--- src/rtl/mem_pkg.sv ---
// Shared types and constants for the MEM pipeline stage: FSM states, access size
// codes, byte-enable patterns and the alignment rule used by the optional misalign check.
package mem_pkg;

  typedef enum logic [1:0] {
    IDLE = 2'd0,
    BUSY = 2'd1,
    DONE = 2'd2
  } mem_state_t;

  localparam logic [1:0] SZ_WORD = 2'd0;
  localparam logic [1:0] SZ_HALF = 2'd1;
  localparam logic [1:0] SZ_BYTE = 2'd2;

  localparam logic [3:0] BE_NONE    = 4'h0;
  localparam logic [3:0] BE_BYTE0   = 4'h1;
  localparam logic [3:0] BE_HALF_LO = 4'h3;
  localparam logic [3:0] BE_HALF_HI = 4'hC;
  localparam logic [3:0] BE_WORD    = 4'hF;

  // Size code 3 is handled as a word, so it shares the word alignment rule.
  function automatic logic is_misaligned(input logic [1:0] size, input logic [1:0] off);
    case (size)
      SZ_HALF: return off[0];
      SZ_BYTE: return 1'b0;
      default: return (off != 2'b00);
    endcase
  endfunction

endpackage

--- src/rtl/mem_lane_align.sv ---
// Combinational lane steering: store byte enables and data replication, plus load
// lane extraction with sign or zero extension.
module mem_lane_align
  import mem_pkg::*;
#(
  parameter bit LOAD_SIGN_EXT = 1'b1
) (
  input  logic [1:0]  i_size,
  input  logic [1:0]  i_off,
  input  logic [31:0] i_store_data,
  input  logic [31:0] i_rdata,
  output logic [3:0]  o_be,
  output logic [31:0] o_wdata,
  output logic [31:0] o_load_data
);

  logic [7:0]  w_byte;
  logic [15:0] w_half;

  always_comb begin
    o_be        = BE_WORD;
    o_wdata     = i_store_data;
    o_load_data = i_rdata;
    w_byte      = i_rdata[{i_off, 3'b000} +: 8];
    w_half      = i_off[1] ? i_rdata[31:16] : i_rdata[15:0];
    case (i_size)
      SZ_BYTE: begin
        o_be        = BE_BYTE0 << i_off;
        o_wdata     = {4{i_store_data[7:0]}};
        o_load_data = LOAD_SIGN_EXT ? {{24{w_byte[7]}}, w_byte} : {24'h000000, w_byte};
      end
      SZ_HALF: begin
        o_be        = i_off[1] ? BE_HALF_HI : BE_HALF_LO;
        o_wdata     = {2{i_store_data[15:0]}};
        o_load_data = LOAD_SIGN_EXT ? {{16{w_half[15]}}, w_half} : {16'h0000, w_half};
      end
      default: begin
        o_be        = BE_WORD;
        o_wdata     = i_store_data;
        o_load_data = i_rdata;
      end
    endcase
  end

endmodule

--- src/rtl/mem_access_stage.sv ---
// MEM pipeline stage: issues loads/stores on a req/ready data bus and stalls the pipe
// until completion or timeout. Optional misalign trap: define MEM_MISALIGN_CHECK_EN.
module mem_access_stage
  import mem_pkg::*;
#(
  parameter int TIMEOUT_CYCLES = 16,
  parameter bit LOAD_SIGN_EXT  = 1'b1
) (
  input  logic        clk,
  input  logic        reset,
  input  logic [31:0] ALU_result_in,
  input  logic [31:0] ReadData2_in,
  input  logic [1:0]  state_of_type_in,
  input  logic        data_mem_en_in,
  input  logic        wb_data_sel_in,
  output logic        dmem_req,
  output logic        dmem_we,
  output logic [31:0] dmem_addr,
  output logic [31:0] dmem_wdata,
  output logic [3:0]  dmem_be,
  input  logic        dmem_ready,
  input  logic [31:0] dmem_rdata,
  output logic [31:0] mem_data_out,
  output logic        stall_out,
  output logic        mem_err_out,
  output logic [1:0]  dbg_state_out
);

  // Bus handshake: dmem_req rises with the access and is held, together with
  // we/addr/wdata/be, until the first BUSY cycle that sees dmem_ready (transfer
  // complete, dmem_rdata valid that cycle) or until the timeout aborts it.
  localparam logic [7:0] CNT_LAST = 8'(TIMEOUT_CYCLES - 1);

  mem_state_t  r_state;
  mem_state_t  w_next_state;
  logic [7:0]  r_cnt;
  logic [1:0]  r_size;
  logic [1:0]  r_off;
  logic        r_load;
  logic        r_req;
  logic        r_we;
  logic [31:0] r_addr;
  logic [31:0] r_wdata;
  logic [3:0]  r_be;
  logic [31:0] r_data;
  logic        r_err;

  logic [1:0]  w_size;
  logic [1:0]  w_off;
  logic [3:0]  w_be;
  logic [31:0] w_wdata;
  logic [31:0] w_load_data;
  logic        w_misalign;
  logic        w_timeout;

  // Live EX/MEM fields steer lanes when launching; latched ones drive load extraction.
  assign w_size = (r_state == IDLE) ? state_of_type_in : r_size;
  assign w_off  = (r_state == IDLE) ? ALU_result_in[1:0] : r_off;

`ifdef MEM_MISALIGN_CHECK_EN
  assign w_misalign = is_misaligned(state_of_type_in, ALU_result_in[1:0]);
`else
  assign w_misalign = 1'b0;
`endif

  assign w_timeout = (r_cnt == CNT_LAST);

  mem_lane_align #(
    .LOAD_SIGN_EXT(LOAD_SIGN_EXT)
  ) u_lane_align (
    .i_size      (w_size),
    .i_off       (w_off),
    .i_store_data(ReadData2_in),
    .i_rdata     (dmem_rdata),
    .o_be        (w_be),
    .o_wdata     (w_wdata),
    .o_load_data (w_load_data)
  );

  always_ff @(posedge clk or negedge reset) begin
    if (!reset) r_state <= IDLE;
    else        r_state <= w_next_state;
  end

  always_comb begin
    w_next_state = r_state;
    stall_out    = 1'b0;
    case (r_state)
      IDLE: begin
        stall_out = data_mem_en_in & reset;
        if (data_mem_en_in) w_next_state = w_misalign ? DONE : BUSY;
      end
      BUSY: begin
        stall_out = 1'b1;
        if (dmem_ready || w_timeout) w_next_state = DONE;
      end
      DONE:    w_next_state = IDLE;
      default: w_next_state = IDLE;
    endcase
  end

  always_ff @(posedge clk or negedge reset) begin
    if (!reset) begin
      r_cnt   <= 8'd0;
      r_size  <= SZ_WORD;
      r_off   <= 2'b00;
      r_load  <= 1'b0;
      r_req   <= 1'b0;
      r_we    <= 1'b0;
      r_addr  <= 32'h0;
      r_wdata <= 32'h0;
      r_be    <= BE_NONE;
      r_data  <= 32'h0;
      r_err   <= 1'b0;
    end else begin
      r_err <= 1'b0;
      case (r_state)
        IDLE: begin
          if (data_mem_en_in) begin
            r_size <= state_of_type_in;
            r_off  <= ALU_result_in[1:0];
            r_load <= wb_data_sel_in;
            if (w_misalign) begin
              r_err  <= 1'b1;
              r_data <= 32'h0;
            end else begin
              r_req   <= 1'b1;
              r_we    <= ~wb_data_sel_in;
              r_addr  <= {ALU_result_in[31:2], 2'b00};
              r_wdata <= w_wdata;
              r_be    <= wb_data_sel_in ? BE_WORD : w_be;
            end
          end
        end
        BUSY: begin
          r_cnt <= r_cnt + 8'd1;
          if (dmem_ready) begin
            r_req <= 1'b0;
            r_we  <= 1'b0;
            r_be  <= BE_NONE;
            if (r_load) r_data <= w_load_data;
          end else if (w_timeout) begin
            r_req  <= 1'b0;
            r_we   <= 1'b0;
            r_be   <= BE_NONE;
            r_data <= 32'h0;
            r_err  <= 1'b1;
          end
        end
        DONE:    r_cnt <= 8'd0;
        default: r_cnt <= 8'd0;
      endcase
    end
  end

  assign dmem_req      = r_req;
  assign dmem_we       = r_we;
  assign dmem_addr     = r_addr;
  assign dmem_wdata    = r_wdata;
  assign dmem_be       = r_be;
  assign mem_data_out  = r_data;
  assign mem_err_out   = r_err;
  assign dbg_state_out = r_state;

endmodule
--- config.mk ---
export PLATFORM = sky130hd
export DESIGN_NAME = mem_access_stage
export DESIGN_NICKNAME = d
export VERILOG_FILES = /design/src/rtl/mem_pkg.sv /design/src/rtl/mem_lane_align.sv /design/src/rtl/mem_access_stage.sv
export SDC_FILE = /design/constraint.sdc
export NUM_CORES = 1
export LEC_CHECK = 0
export ABC_CLOCK_PERIOD_IN_PS = 7950
export CAP_MARGIN = 15
export CORE_AREA = 2 2 110 112
export DETAILED_ROUTE_END_ITERATION = 8
export DIE_AREA = 0 0 112 114
export PLACE_DENSITY = 0.82
export SLEW_MARGIN = 20
export SYNTH_ARGS = -nofsm -noshare
export SYNTH_HDL_FRONTEND = slang
export SYNTH_SLANG_ARGS = --single-unit
--- constraint.sdc ---
create_clock -name clk -period 7.95 [get_ports clk]
set_input_delay 1.59 -clock clk [delete_from_list [all_inputs] [get_ports clk]]
set_output_delay 1.59 -clock clk [all_outputs]
set_load 0.005 [all_outputs]
### Word level (Yosys, flattened, before mapping)

Cells that the tools add are included.

* add/sub/neg operators: 1
* eq/ne operators: 8
* shift operators: 2
* muxes and demuxes: 29
* bitwise logic cells: 2
* reductions and logical operators: 8

Operator list (count)
* $pmux 32 s2: 2
* $mux 32: 3
* $shiftx 32x6->8: 1
* $mux 4: 5
* $mux 16: 1
* $pmux 4 s2: 2
* $pmux 8 s2: 1
* $add 8x1->8 const B: 1
* $eq 8x4->1 const B: 1
* $mux 2: 4
* $mux 1: 7
* $pmux 1 s2: 3
* $reduce_and 3->1: 2
* $eq 2x1->1 const B: 2
* $ne 2x2->1 const B: 2
* $pmux 2 s2: 1
* $reduce_and 2->1: 2
* $reduce_bool 2->1: 2
* $shl 1x2->4 const A: 1
* $ne 3x3->1 const B: 1
* $eq 2x2->1 const B: 1
* $logic_not 2->1: 1
* $ne 2x1->1 const B: 1
* $and 1x1->1: 1
* other kinds (2): 2

* register bits after elaboration: 116
* input bits: 103
* output and inout bits: 106
* word-level logic and storage cells: 62

### Depth between registers and ports, before layout

* depth after elaboration: 7
* depth in mapped cells: 9
* mapped depth without buffers: 8

### Hierarchy

Synthesis repeated with hierarchy kept, for this count alone.

* cell total of the unflattened synthesis: 593
* area, all modules: 6354.8 µm²

Modules (own cells, without submodules)
* mem_access_stage: instances 1, cells each 385, area each 5165.0 µm²
* mem_lane_align: instances 1, cells each 208, area each 1189.9 µm²

### Worst setup path after synthesis

No wires, ideal clock.

* kind: input port to flip-flop
* from: input port state_of_type_in[1]
* to: register r_data[18], in the netlist mem_data_out[18]
* setup time: 67 ps
* arrival: 3404 ps
* required time: 7883 ps
* setup slack: 4479 ps
* stages: 8
* buffers on the path: 2
* cell sequence: mux2_2 > ha_1 > buf_2 > inv_1 > nor3_1 > clkbuf_1 > a22oi_1 > nand2_1

* longest elaborated chain between the ends: 5
* elaborated cells on any way between the ends: 6

RTL lines
* start: declaration: line mem_access_stage.sv:13 `input logic [1:0] state_of_type_in,`
* $mux 2 (*): line mem_access_stage.sv:57 `assign w_size = (r_state == IDLE) ? state_of_type_in : r_size;`
* $eq 2x1->1 or $eq 2x2->1 (tied branches): line mem_lane_align.sv:26 `case (i_size)`
* $pmux 32 s2 (*): line mem_lane_align.sv:26
* $mux 32 (*): line mem_access_stage.sv:141 `if (r_load) r_data <= w_load_data;`
* $mux 32 (*): line mem_access_stage.sv:137 `if (dmem_ready) begin`
* end signal: assignment: line mem_access_stage.sv:141
* end: declaration: line mem_access_stage.sv:45 `logic [31:0] r_data;`

Mark *: on every way between the ends. The rest lies on a longest branch, timed or not. The select of a mux whose other input is x is not followed.
A chain may end at the register's enable or synchronous reset.

### Final worst setup path

* from: input port reset
* to: output port stall_out

* longest elaborated chain between the ends: 2

RTL lines
* start: declaration: line mem_access_stage.sv:10 `input logic reset,`
* $and 1x1->1: line mem_access_stage.sv:90 `stall_out = data_mem_en_in & reset;`
* $pmux 1 s2: line mem_access_stage.sv:88 `case (r_state)`
* end: declaration: line mem_access_stage.sv:24 `output logic stall_out,`

Every way passes these cells.

==> metrics.md <==
| Metric | Value |
|---|---|
| Status | complete, no violations |
| Worst R2R Setup Slack | about 4.3 ns |
| Synthesized flop and latch total | 116 |
| Largest net degree at the start of global routing | 72 |
| # diodes | 0 |
| GRT Residual Overflow | 0 |
| Fill cells | around 900 |
| Clock slew at reported path FFs | approximately 0.05 ns |
| Area delta synth->final | 50.1% |
| Power per cell area | a little under 400 mW/mm^2 |
| RSZ-0062 raised after global routing | false |
| Endpoint type of the worst setup path | output port |
| Core area | about 0.012 sq mm |
| CP Launch Type | input port |
| Synth unique cells | 48 |
| Fraction of final layout cells sized beyond drive strength 1 | 0.0627 |
| Sequential element share of the synthesized area | 0.531 |
| Post-CTS Setup Bufs | 0 |
| CTS max path bufs | 2 |
| GRT Overall Usage | 0.276 |
| Critical path buffers and inverters | 2 |
| Reg2reg start | dbg_state_out[1] |
| Cell Chain, Critical Path | buf_4, a21oi_1, nor2_1, clkdlybuf4s50_1 |
| Total wire length | approximately 17000 um |
| CTS Sinks | between 100 and 150 |
| Die Height | approximately 110 um |
| H-tree lvl count | 4 |
| Critical path's top delay family | buffers and inverters |
| Register-to-Register Path Depth | 8 |
| Rows | 40 |
| Via count | around 5.4k |
| Synth async-reset ratio | 1.00 |
| 1st-iter DRT viols | ~400 |
| Hold WC Path Type | reg2reg |
| Commonest cells in the synthesized netlist | nand2_1 (177), dfrtp_1 (116), nor2_1 (54), a21oi_1 (29), clkbuf_1 (29) |
| Post-synth EDFFs | 0 |
| Leak pwr | roughly 0.0037 uW |
| RR Endpoint | mem_data_out[16] |
| Seq. cell area | a little under 0.003 sq mm |
| First-pass GRT wire length | approximately 28000 um |
| Worst-margin pin slew | between 0.9 and 1 ns |
| MaxCap Viol Count | 0 |
| Root buffer cell | clkbuf_16 |
| IO Pins | around 210 |
| Worst EP required | approximately 6.4 ns |
| Clock skew | around 0.016 ns |
| Dominant cells by area after synthesis | dfrtp_1 (53%), nand2_1 (12%), nor2_1 (3.7%), a22o_1 (3.2%), a21oi_1 (2.7%) |
| Max-slew headroom | 0.347 |
| CTS hold repair buffers | 0 |
| DIE AREA | around 0.013 sq mm |
| Drc violations | 0 |
| Syn Area/Cell | 9.20 sq um |
| # resized after CTS | 0 |
| Slew Limit Fails | 0 |
| Number of global-route vias before repair | around 5.4k |
| Nets | 892 |
| Die X | about 110 um |
| Final cell count without fillers | between 900 and 1k |
| WL/cell | roughly 18 um |
| Clock latency on the worst-skew pair | around 0.42 ns |
| Setup violations, final | 0 |
| Fmax achieved | roughly 220 MHz |
| IR Drop Worst-Case VDD | roughly 0.30 mV |
| Period minus WS final | 4.57 ns |
| Critical path class | in2out |
| Top-count cell post-synth | nand2_1 |
| Vias per cell | between 5 and 6 |
| CP Data Arrival Time | just under 3 ns |
| Detailed placement HPWL | 12200 um |
| Multi-input gate area | ~0.0024 sq mm |
| Post-placement cell count | between 900 and 1k |
| Crit share post-route | 0.575 |
| Yosys top cell area share | 0.531 |
| TritonCTS clock tree | done |
| Primary FF master, synth | dfrtp_1 |
| RD Place Congestion | about 0.92 |
| Fin Setup TNS | 0 ns |
| Worst path max stage delay | 0.58 ns |
| Crit path from | reset |
| Initial Utilization | 0.467 |
| Final hold violation count | 0 |
| Mapped Cells | slightly below 600 |
| Routed Antenna Nets | 0 |
| First-pass DRT Iterations | 6 |
| Crit path max fanout | 59 |
| Netlist Area Pre-Place | 0.00547 sq mm |
| IO buf count | around 200 |
| CTS Buf Count | 17 |
| Slowest cell on the critical path | buf_4 |
| Synth Warn # | 0 |
| Initial antenna violation count | 0 |
| Crit path depth | 4 |
| Critical path endpoint | stall_out |
| Leading area contributor after synthesis | dfrtp_1 |
[how the worst min path moves through the flow]
| stage | startpoint | endpoint | slack [ns] | cells past startpoint |
|---|---|---|---|---|
| after floorplan | r_size[1] | r_size[1] | 0.44 | 2 |
| after global placement | r_size[1] | r_size[1] | 0.45 | 2 |
| after detailed placement | dmem_addr[15] | dmem_addr[15] | 0.46 | 2 |
| after CTS | r_size[0] | r_size[0] | 0.48 | 2 |
| after global routing | dmem_addr[2] | dmem_addr[2] | 0.50 | 2 |
| final | dmem_addr[25] | dmem_addr[25] | 0.48 | 2 |
[stage by stage]
step / cell area, sq um / total power, uW / util / setup slack, ns / hold WS [ns]
final: 8210 / 3210 / 0.701 / 3.38 / 0.475
after global routing: 8210 / 3400 / 0.701 / 3.21 / 0.500
after CTS: 8200 / 3210 / 0.700 / 3.33 / 0.476
after detailed placement: 7580 / 2390 / 0.647 / 3.21 / 0.461
after global placement: 7580 / 2340 / 0.647 / 3.37 / 0.455
after floorplan: 5480 / 1650 / - / 4.48 / 0.442
[layout make-up]
class / count / share of cell area
Inverter: 4 / 0.00183
Clock inverter: 9 / 0.0184
Clock buffer: 23 / 0.0570
Tap cell: 147 / 0.0224
Sequential cell: 116 / 0.354
Multi-Input combinational cell: 435 / 0.291
Timing Repair Buffer: 211 / 0.255
[where the power goes]
group	switching (uW)	internal, uW	leakage (uW)
combinational	655	733	0.00199
clock	264	540	0.000301
sequential	169	845	0.00143
[logic make-up after synthesis]
group / count (synthesis) / share of synthesized area
AOI/OAI and AO/OA: 148 / 0.196
xor gates and xnor gates: 6 / 0.00960
adders and majority gates: 4 / 0.00915
buffers and inverters: 45 / 0.0361
DFF: 116 / 0.531
muxes: 9 / 0.0176
other: 1 / 0.000685
and+or+nand+nor: 266 / 0.200
[cell usage in the layout (no fill, tap or decap), types with 2 or more instances in the layout]
master	count
clkbuf_8	2
nand4_1	3
conb_1	2
and2_1	2
mux2i_1	4
nor3_1	7
a211oi_1	2
bufinv_16	4
and3_1	9
nand2_2	3
a21o_1	6
a21boi_0	2
o21ai_0	26
a22oi_1	18
buf_4	6
clkdlybuf4s50_1	205
nor2_1	54
a221oi_1	16
o22a_1	5
clkbuf_1	4
a22o_1	20
clkinv_2	3
or3b_1	2
o31ai_1	7
xor2_1	4
xnor2_1	2
a2111oi_0	2
inv_1	4
clkbuf_16	17
ha_1	4
a21oi_1	29
mux2_2	5
dfrtp_1	116
nand2_1	176
a221o_1	7
[state kept, by name, indices dropped and copies added, names as in the netlist, 2 cells and up]
signal	flops
r_cnt	8
mem_data_out	32
dmem_be	4
dmem_wdata	32
r_off	2
dbg_state_out	2
r_size	2
dmem_addr	30
[metal layers]
metal  GRT usage  up-vias  wire length [um]
met3      0.0850       35              1580
li1            -     2450                 -
met4       0.104        0               371
met5           0        -                 0
met2       0.454      280              8540
met1       0.347     2586              6930
[tightest hold or removal path, delay by kind of cell (launching register included)]
kind,cells,cell delay (ns)
DFF,1,0.34
and+or+nand+nor,2,0.11
No activity file was read; power rests on OpenSTA's default activity.
